[config.mk]
export PLATFORM = sky130hd
export DESIGN_NAME = mant_mult_seq
export DESIGN_NICKNAME = d
export VERILOG_FILES = /design/src/rtl/fp_mult_pkg.sv /design/src/rtl/mant_mult_seq.sv
export SDC_FILE = /design/constraint.sdc
export NUM_CORES = 1
export LEC_CHECK = 0
export CORE_MARGIN = 2
export CORE_UTILIZATION = 35
export CTS_CLUSTER_SIZE = 25
export DETAILED_ROUTE_END_ITERATION = 10
export PLACE_DENSITY_LB_ADDON = 0.08
export RECOVER_POWER = 25
export SETUP_SLACK_MARGIN = 0.15
export SKIP_CTS_REPAIR_TIMING = 1
export SYNTH_ARGS = -nofsm -noshare
export SYNTH_HDL_FRONTEND = slang
export SYNTH_SLANG_ARGS = --single-unit
[constraint.sdc]
create_clock -name clk -period 5.15 [get_ports clk]
set_clock_uncertainty 0.05 [all_clocks]
set_input_delay 1.03 -clock clk [delete_from_list [all_inputs] [get_ports clk]]
set_output_delay 1.03 -clock clk [all_outputs]
set_load 0.02 [all_outputs]
[src/rtl/fp_mult_pkg.sv]
// Shared types and constants for the single-precision FP multiplier datapath.
// Consumed by mant_mult_seq and the downstream normalisation stage.
package fp_mult_pkg;

   localparam int MANT_W = 24;
   localparam int PROD_W = 2 * MANT_W;
   localparam int CNT_W  = 5;
   localparam int BIAS   = 127;

   typedef enum logic [1:0] {IDLE, CALC, DONE} mult_state_t;

   typedef logic [PROD_W-1:0] prod_t;

endpackage

[src/rtl/mant_mult_seq.sv]
// Radix-2 shift-add significand multiplier, one add/shift per cycle, start/done handshake.
// Optional MANT_MULT_EARLY_TERM_EN: finish early once the remaining multiplier bits are zero.
//
// state | meaning
// IDLE  | waiting for start; ready=1, p holds last product
// CALC  | one conditional add + right shift per cycle
// DONE  | done pulse, p valid; start here chains the next operation
module mant_mult_seq
   import fp_mult_pkg::*;
(
   input  logic              clk,
   input  logic              rst_n,
   input  logic              start,
   input  logic [MANT_W-1:0] a,
   input  logic [MANT_W-1:0] b,
   input  logic              sa,
   input  logic              sb,
   output logic              ready,
   output logic              done,
   output prod_t             p,
   output logic              sign_out
);

   localparam int R_W = PROD_W + 1;

   mult_state_t       state;
   logic [MANT_W-1:0] a_reg;
   logic [R_W-1:0]    r_reg;
   logic [R_W-1:0]    r_step;
   logic [R_W-1:0]    r_next;
   logic [CNT_W-1:0]  count;
   logic [MANT_W:0]   sum;
   logic              last;

`ifdef MANT_MULT_EARLY_TERM_EN
   logic [MANT_W-1:0] lo_mask;
   logic              rest_zero;
   logic [5:0]        sh_amt;
`endif

   // {carry,hi} is the accumulator; lo holds the unconsumed multiplier bits
   always_comb begin
      sum    = r_reg[0] ? (r_reg[PROD_W:MANT_W] + {1'b0, a_reg}) : r_reg[PROD_W:MANT_W];
      r_step = {1'b0, sum, r_reg[MANT_W-1:1]};
      last   = (count == CNT_W'(MANT_W - 1));
      r_next = r_step;
`ifdef MANT_MULT_EARLY_TERM_EN
      lo_mask   = {MANT_W{1'b1}} >> count;
      rest_zero = ((r_reg[MANT_W-1:0] & lo_mask) == '0);
      sh_amt    = 6'(MANT_W) - {1'b0, count};
      if (rest_zero) begin
         r_next = r_reg >> sh_amt;
         last   = 1'b1;
      end
`endif
   end

   always_ff @(posedge clk or negedge rst_n) begin
      if (!rst_n) begin
         state    <= IDLE;
         a_reg    <= '0;
         r_reg    <= '0;
         count    <= '0;
         p        <= '0;
         sign_out <= 1'b0;
         done     <= 1'b0;
         ready    <= 1'b1;
      end else begin
         done <= 1'b0;
         case (state)
            IDLE, DONE: begin
               if (start) begin
                  a_reg    <= a;
                  r_reg    <= {1'b0, {MANT_W{1'b0}}, b};
                  count    <= '0;
                  sign_out <= sa ^ sb;
                  ready    <= 1'b0;
                  state    <= CALC;
               end else begin
                  state <= IDLE;
               end
            end
            CALC: begin
               r_reg <= r_next;
               count <= count + 1'b1;
               if (last) begin
                  p     <= r_next[PROD_W-1:0];
                  done  <= 1'b1;
                  ready <= 1'b1;
                  state <= DONE;
               end
            end
            default: begin
               state <= IDLE;
               ready <= 1'b1;
            end
         endcase
      end
   end

endmodule

Word level (Yosys, flattened, before mapping)
Cells that the tools add are included.
{ "op_classes": {"n_addsub": 2, "n_eq_ne": 5, "muxes": 13, "n_bitwise": 1, "reduce_logical": 7} }
{ "ops": {"columns": ["cell", "n"], "rows": [
  ["one-hot mux 49 bit (2 select lines)", 1],
  ["two-way mux 49 bit", 1],
  ["adder 25 x 24 -> 25 bit", 1],
  ["two-way mux 25 bit", 1],
  ["one-hot mux 5 bit (2 select lines)", 1],
  ["AND reduction 2 bit", 4],
  ["adder 5 x 1 -> 5 bit, second input constant", 1],
  ["== test 5 bit, second input constant", 1],
  ["two-way mux 1 bit", 5],
  ["two-way mux 5 bit", 1],
  ["!= test 2 bit, second input constant", 2],
  ["one-hot mux 2 bit (2 select lines)", 1],
  ["== test 2 x 1 -> 1 bit, second input constant", 1],
  ["== test 2 bit, second input constant", 1],
  ["logical NOT 2 bit", 1],
  ["two-way mux 2 bit", 1],
  ["one-hot mux 1 bit (2 select lines)", 1],
  ["nonzero test 2 bit", 1],
  ["OR reduction 2 bit", 1],
  ["XOR 1 bit", 1]
]} }
{ "totals": {"register_bits": 131, "output_inout_bits": 51, "word_cells": 36} }

Longest topological paths before layout
Gate-level depths: netlist (run 1).
{ "depth": {"word_depth": 4, "mapped_depth": 10, "depth_no_buf": 10} }

Worst setup path before layout (run 1)
Ideal clock, no wire load.
{ "synth_timing": {"path_type": "reg2reg", "start": "register r_reg[24]", "end": "register p[41]", "setup_ns": 0.125, "arrival_time_ns": 2.246, "path_slack_ns": 2.729, "path_stages_with_launch": 11, "path_buffers": 0, "path_cell_list": "dfrtp_1 -> ha_1 -> inv_1 -> fa_1 -> nor2b_1 -> o211ai_1 -> a21oi_2 -> a211oi_2 -> o21a_1 -> a211o_1 -> mux2_2"} }
{ "synth_between": {"elab_chain_cells": 2} }
{ "synth_rtl": {"columns": ["item", "line_no", "text"], "rows": [
  ["start, declared", "mant_mult_seq.sv:28", "logic [R_W-1:0] r_reg;"],
  ["start signal, assigned", "mant_mult_seq.sv:74", "r_reg <= {1'b0, {MANT_W{1'b0}}, b};"],
  ["start signal, assigned", "mant_mult_seq.sv:84", "r_reg <= r_next;"],
  ["adder 25 x 24 -> 25 bit", "mant_mult_seq.sv:43", "sum = r_reg[0] ? (r_reg[PROD_W:MANT_W] + {1'b0, a_reg}) : r_reg[PROD_W:MANT_W];"],
  ["two-way mux 25 bit", "mant_mult_seq.sv:43", null],
  ["end signal, assigned", "mant_mult_seq.sv:87", "p <= r_next[PROD_W-1:0];"],
  ["end, declared", "mant_mult_seq.sv:20", "output prod_t p,"]
]} }
No other way between the ends.
A chain may end at the register's enable or synchronous reset.

==> results of run 1 <==
## cell families after synthesis
kind of cell               synth area share (%)
DFF                                        48.8
muxes                                      2.33
xor gates and xnor gates                   1.71
adders and majority gates                  5.00
AOI/OAI and AO/OA                          17.6
buffers and inverters                      3.38
and+or+nand+nor                            21.1
## final cells by class
cell class	count	area [um^2]
clock buffers	17	425
clock inverters	15	156
fillers	1814	10200
inverters	12	45.0
multi-input cells	565	3210
flip-flops and latches	130	3250
well taps	234	293
repair buffers	110	1080
## cells in the mapped netlist (all sizes together) (6+ instances only)
cell type and count:
a31oi 14, o21a 6, mux2i 11, inv 12
buf 14, nor2 27, nand2 234, a21oi 34
xor2 8, nand4 6, clkbuf 31, nor3 14
a22oi 25, dfrtp 129, ha 25, a21o 7
o21ai 56, nand3 15, and3 13, nor2b 10
## metal layers
layer | vias to the layer above | track usage [%] | part of all wire [%] | wire (um)
met5 | - | 0 | 0 | 0
met4 | 0 | 5.68 | 1.1 | 198
met3 | 15 | 3.33 | 4.8 | 876
met2 | 151 | 30.6 | 47 | 8520
met1 | 2735 | 26.4 | 47 | 8500
li1 | 2776 | - | - | -
## power by group through the flow
stage                     Combinational, mW  Sequential (mW)  Clock (mW)
after floorplan                        2.00             2.05           0
after global placement                 3.16             1.90           0
after detailed placement               3.22             1.91           0
after CTS                              3.24             1.90        1.22
after global routing                   3.59             1.96        1.27
final                                  3.22             1.90        1.19
## metrics by stage
stage	cells	instance area [um^2]	utilization (%)	power, mW	hold WS (ns)
5_1_grt	1083	8460	45.2	6.83	0.448
3_3_place_gp	1051	7890	42.2	5.07	0.407
3_5_place_dp	1051	7890	42.2	5.13	0.414
4_1_cts	1083	8470	45.3	6.36	0.433
2_1_floorplan	752	6660	-	4.05	0.400
6_report	1083	8460	45.2	6.31	0.426
## worst reg2reg max path, stage by stage, from the launching register on
cell and delay [ns]:
dfrtp_1 0.37, ha_1 0.18, inv_1 0.06, fa_1 0.38, nor2b_1 0.22, o211ai_1 0.15, a21oi_2 0.33, a21oi_1 0.20
o41ai_2 0.45, mux2i_1 0.28, a31oi_1 0.11
## how the worst max path moves through the flow
stage | endpoint | slack, ns | startpoint
final | ready | 2.16 | rst_n
after global routing | r_reg[38] | 1.64 | rst_n
after CTS | p[45] | 2.16 | r_reg[24]
after detailed placement | r_reg[30] | 1.86 | start
after global placement | count[2] | 1.92 | start
after floorplan | p[41] | 2.73 | r_reg[24]
==> metrics.txt, run 1 <==
R2R Setup Slk approximately 2.2 ns; std cell rows 50; Cell Area, Synth about 6700 um^2; Mapped Cells 752; CP top delay family buffers and inverters; DRT Pass-1 Iters 4; largest net degree at the start of global routing 95; synth unique cells 60; Die Y approximately 140 um; die area about 20000 um^2; worst path bufs/invs 2; post-DR wirelength/cell between 15 and 20 um; Setup TNS 0 ns; Starting DRT DRC Count around 350; CP cell instances clkbuf_2 > buf_4; type of origin of the critical path input pin; syn avg cell area about 8.9 um^2; most frequent cells in the layout nand2_1 (233), dfrtp_1 (129), clkdlybuf4s50_1 (101); Overflow after GRT 0; Crit. End Element asynchronous set/reset pin; Async SR Flop Fraction between 90% and 100%; core footprint 18700 um^2; dpl ws around 1.9 ns; crit path time final around 3 ns; initial antenna violation count 0; routed vias/inst ~5.2; final worst path period share ~58%; number of max-cap violations 1; Synth Register Bits 130; synth top area cells dfrtp_1 (48%), nand2_1 (13%), ha_1 (4.7%); Final ANT Viol Nets 0; Seq pwr share about 30%; Pint roughly 3.5 mW; Fmax 0.334 GHz; Clock Pin Slew Worst Setup and Hold Paths about 0.060 ns; drt total wl 18100 um; switch share ~44%; Static Leak 3.95 nW; share of post-route cells with drive strength above 1 under 10%; reg2reg end p[45]; Psw 2.78 mW; die width 142 um; Critical Path AT around 3.5 ns; Post-route DRC 0; worst slew pin tran about 2.4 ns; leading area contributor after synthesis dfrtp_1; vias in the first global route about 5700; total track usage between 10% and 20%; Synth Net Count between 800 and 900; class of the most critical setup path input pin to asynchronous set/reset pin; failing checks capacitance limit, slew limit; Max clock buf depth 2; Min-Delay Path Depth 2; hold crit path type flip-flop to flip-flop; worst-skew pair later-pin latency roughly 0.42 ns; PwrDens approximately 750 nW/um^2; number of CTS-inserted buffers 17; RSZ-0062 raised after global routing no; commonest non-fill, non-tap cell in the layout nand2_1; # diodes 0; Comb power frac 51.1%; first-pass GRT wire length between 30000 and 40000 um; worst-path fanout max 94; DP Wirelength roughly 12000 um; Yosys warning count 0; slack of the critical path between 2 and 2.5 ns; worst reg2reg startpoint r_reg[24]; initial core utilization a little over a third; Crit path required time around 5.6 ns; status finished, violations left; Vias ~5700; hold path startpoint p[31]; clock share of power 18.9%; input/output buffers slightly above 100; R2R depth 10; CTS tree built; post-synth top area share between 40% and 50%; clk sink count between 100 and 150; slowest CP cell clkbuf_2; sequential share of the synthesized area 48.8%; maximum vdd ir drop approximately 260 uV; Worst slew margin -60.1%; htree depth 4; Area growth syn-to-layout 27.0%; Post-synth EDFFs 0; CTS root buffer clkbuf_16; critical path depth 2; hold endpoint p[31]; Final Hold Vio Count 0; Post-layout nets about 900; most common flop cell mapped by yosys dfrtp_1; Final GP Congestion 0.838; Slowest Stage Delay on Critical Path 1.66 ns; # IOs approximately 100; Pins Over Slew Limit 95; Final Setup Violations 0
Note: power is estimated with default switching activity, not from simulation.
==> inputs of run 2 (changes only) <==
- clock period: 5.15 -> 2.5 ns (I/O delays scaled with it)
==> run 2 against run 1 <==
The run now ends clean. Worst hold slack got worse by 0.0040 ns. Die area is the same. Combinational power grew to 2.6 times the previous value. Register-to-register slack got worse by 2.2 ns. Worst setup slack got worse by 2.1 ns. Routed wire length up 9.2%. Sequential cell count unchanged. Non-clock buffer count grew 56. Critical path type is now flip-flop to flip-flop. Largest power group unchanged. Highest routed layer unchanged.
==> metrics.txt, run 2 (synthesized netlist as in run 1, its figures left out) <==
status complete, no violations (was finished, violations left); die area 20200 um^2 (unchanged); vias in the first global route 5861 (was 5693); R2R Setup Slk 0.01 ns (was 2.21 ns); # diodes 0 (unchanged); std cell rows 50 (unchanged); clk sink count 130 (unchanged); Slowest Stage Delay on Critical Path 0.36 ns (was 1.66 ns); Min-Delay Path Depth 2 (unchanged); commonest non-fill, non-tap cell in the layout nand2_1 (unchanged); Overflow after GRT 0 (unchanged); worst-skew pair later-pin latency 0.42 ns (about the same); initial antenna violation count 0 (unchanged); Max clock buf depth 2 (unchanged); post-DR wirelength/cell 17.3 um (was 16.7 um); Die Y 142 um (unchanged); class of the most critical setup path flip-flop to flip-flop (was input pin to asynchronous set/reset pin); core footprint 18700 um^2 (unchanged); worst slew pin tran 1.12 ns (was 2.40 ns); hold crit path type flip-flop to flip-flop (unchanged); most frequent cells in the layout nand2_1 (233), dfrtp_1 (129), clkdlybuf4s50_1 (102) (was nand2_1 (233), dfrtp_1 (129), clkdlybuf4s50_1 (101)); Post-layout nets 971 (was 915); Final Setup Violations 0 (unchanged); largest net degree at the start of global routing 55 (was 95); # IOs 104 (unchanged); smallest hold slack 0.422 ns (was 0.426 ns); Vias 5955 (was 5677); drt total wl 19800 um (was 18100 um); maximum vdd ir drop 761 uV (was 260 uV); Clock Pin Slew Worst Setup and Hold Paths 0.06 ns (about the same); Crit. End Element flip-flop (was asynchronous set/reset pin); FILL cells 1765 (was 1814); die width 142 um (unchanged); Starting DRT DRC Count 340 (was 345); first-pass GRT wire length 31000 um (was 30100 um); crit path time final 2.49 ns; worst path bufs/invs 2 (unchanged); Worst slew margin 25.7% (was -60.1%); initial core utilization 35.6% (unchanged); Fmax 0.402 GHz; RSZ-0062 raised after global routing yes (was no); reg2reg end p[41] (was p[45]); hold endpoint p[14] (was p[31]); hold path startpoint p[14] (was p[31]); final worst path period share 99.6%; Final GP Congestion 0.860 (was 0.838); placed cell area 8250 um^2 (was 7890 um^2); Final ANT Viol Nets 0 (unchanged); share of post-route cells with drive strength above 1 17.1% (was 7.42%); type of origin of the critical path flip-flop (was input pin); Final Hold Vio Count 0 (unchanged); Crit path required time 2.75 ns (was 5.61 ns); PwrDens 1610 nW/um^2 (was 746 nW/um^2); Critical Path AT 2.74 ns (was 3.46 ns); Static Leak 4.25 nW (was 3.95 nW); total track usage 19.8% (was 19.0%); htree depth 4 (unchanged); final instance area 9240 um^2 (was 8460 um^2); CTS root buffer clkbuf_16 (unchanged); CP cell instances ha_2 > inv_2 > fa_2 > nor2b_2 > o211ai_1 > a21oi_2 > buf_6 > a211oi_4 > o21a_1 > a211o_1 > mux2_2 (was clkbuf_2 > buf_4); Pins Over Slew Limit 0 (was 95); DRT Pass-1 Iters 5 (was 4); R2R depth 11 (was 10); number of CTS-inserted buffers 17 (unchanged); Area growth syn-to-layout 38.7% (was 27.0%); input/output buffers 103 (unchanged); CP top delay family compound AO/OA/AOI/OAI gates (was buffers and inverters); worst-path fanout max 4 (was 94); slowest CP cell dfrtp_1 (was clkbuf_2); CTS tree built (unchanged); Post-route DRC 0 (unchanged); number of max-cap violations 0 (was 1); worst reg2reg startpoint a_reg[0] (was r_reg[24]); DP Wirelength 13400 um (was 11800 um); routed vias/inst 5.23 (was 5.24)
[run 2: worst max-delay path by stage]
stage          startpoint   endpoint  slack, ns  cells after the start
4_1_cts          a_reg[0]      p[41]      -0.06                     11
2_1_floorplan   r_reg[24]      p[41]       0.12                     10
5_1_grt          a_reg[0]      p[41]      -0.11                     11
3_5_place_dp     a_reg[0]      p[41]      -0.05                     11
6_report         a_reg[0]      p[41]       0.01                     11
3_3_place_gp    r_reg[24]  r_reg[45]     -0.008                     10
[run 2: area by class of cell]
type | count | area, um^2 | share of cell area [%]
clock buffer | 17 | 425 | 4.60
clock inverter | 15 | 184 | 1.99
inverter | 12 | 45.0 | 0.488
multi-input combinational | 565 | 3520 | 38.1
sequential | 130 | 3250 | 35.2
tap | 234 | 293 | 3.17
timing repair buffer | 166 | 1520 | 16.4
[run 2: per-layer routing]
| layer | GRT usage [%] | share of wire [%] | vias to the layer above |
|---|---|---|---|
| met1 | 27.0 | 47 | 2915 |
| li1 | - | - | 2886 |
| met3 | 4.07 | 4.4 | 14 |
| met5 | 0 | 0 | - |
| met2 | 32.4 | 48 | 140 |
| met4 | 4.79 | 0.87 | 0 |
[run 2: worst min-delay path, stage by stage (launching register included)]
cell,delay [ns]
dfrtp_1,0.34
nand2_1,0.05
nand2_1,0.05
[run 2: where the power goes]
part / internal [mW] / switching (mW)
Sequential: 3.15 / 0.790
Clock: 1.58 / 1.01
Combinational: 3.85 / 4.52
Total: 8.58 / 6.31
[run 2: stage by stage]
step / cells / total power [mW] / setup TNS [ns] / util, % / setup slack (ns)
after CTS: 1126 / 13.9 / -0.395 / 47.4 / -0.0612
after floorplan: 752 / 8.35 / 0 / - / 0.121
after global routing: 1139 / 16.0 / -0.979 / 49.4 / -0.112
final: 1139 / 14.9 / 0 / 49.4 / 0.00968
after global placement: 1094 / 11.2 / -0.0169 / 44.1 / -0.00754
after detailed placement: 1094 / 11.3 / -0.191 / 44.1 / -0.0513
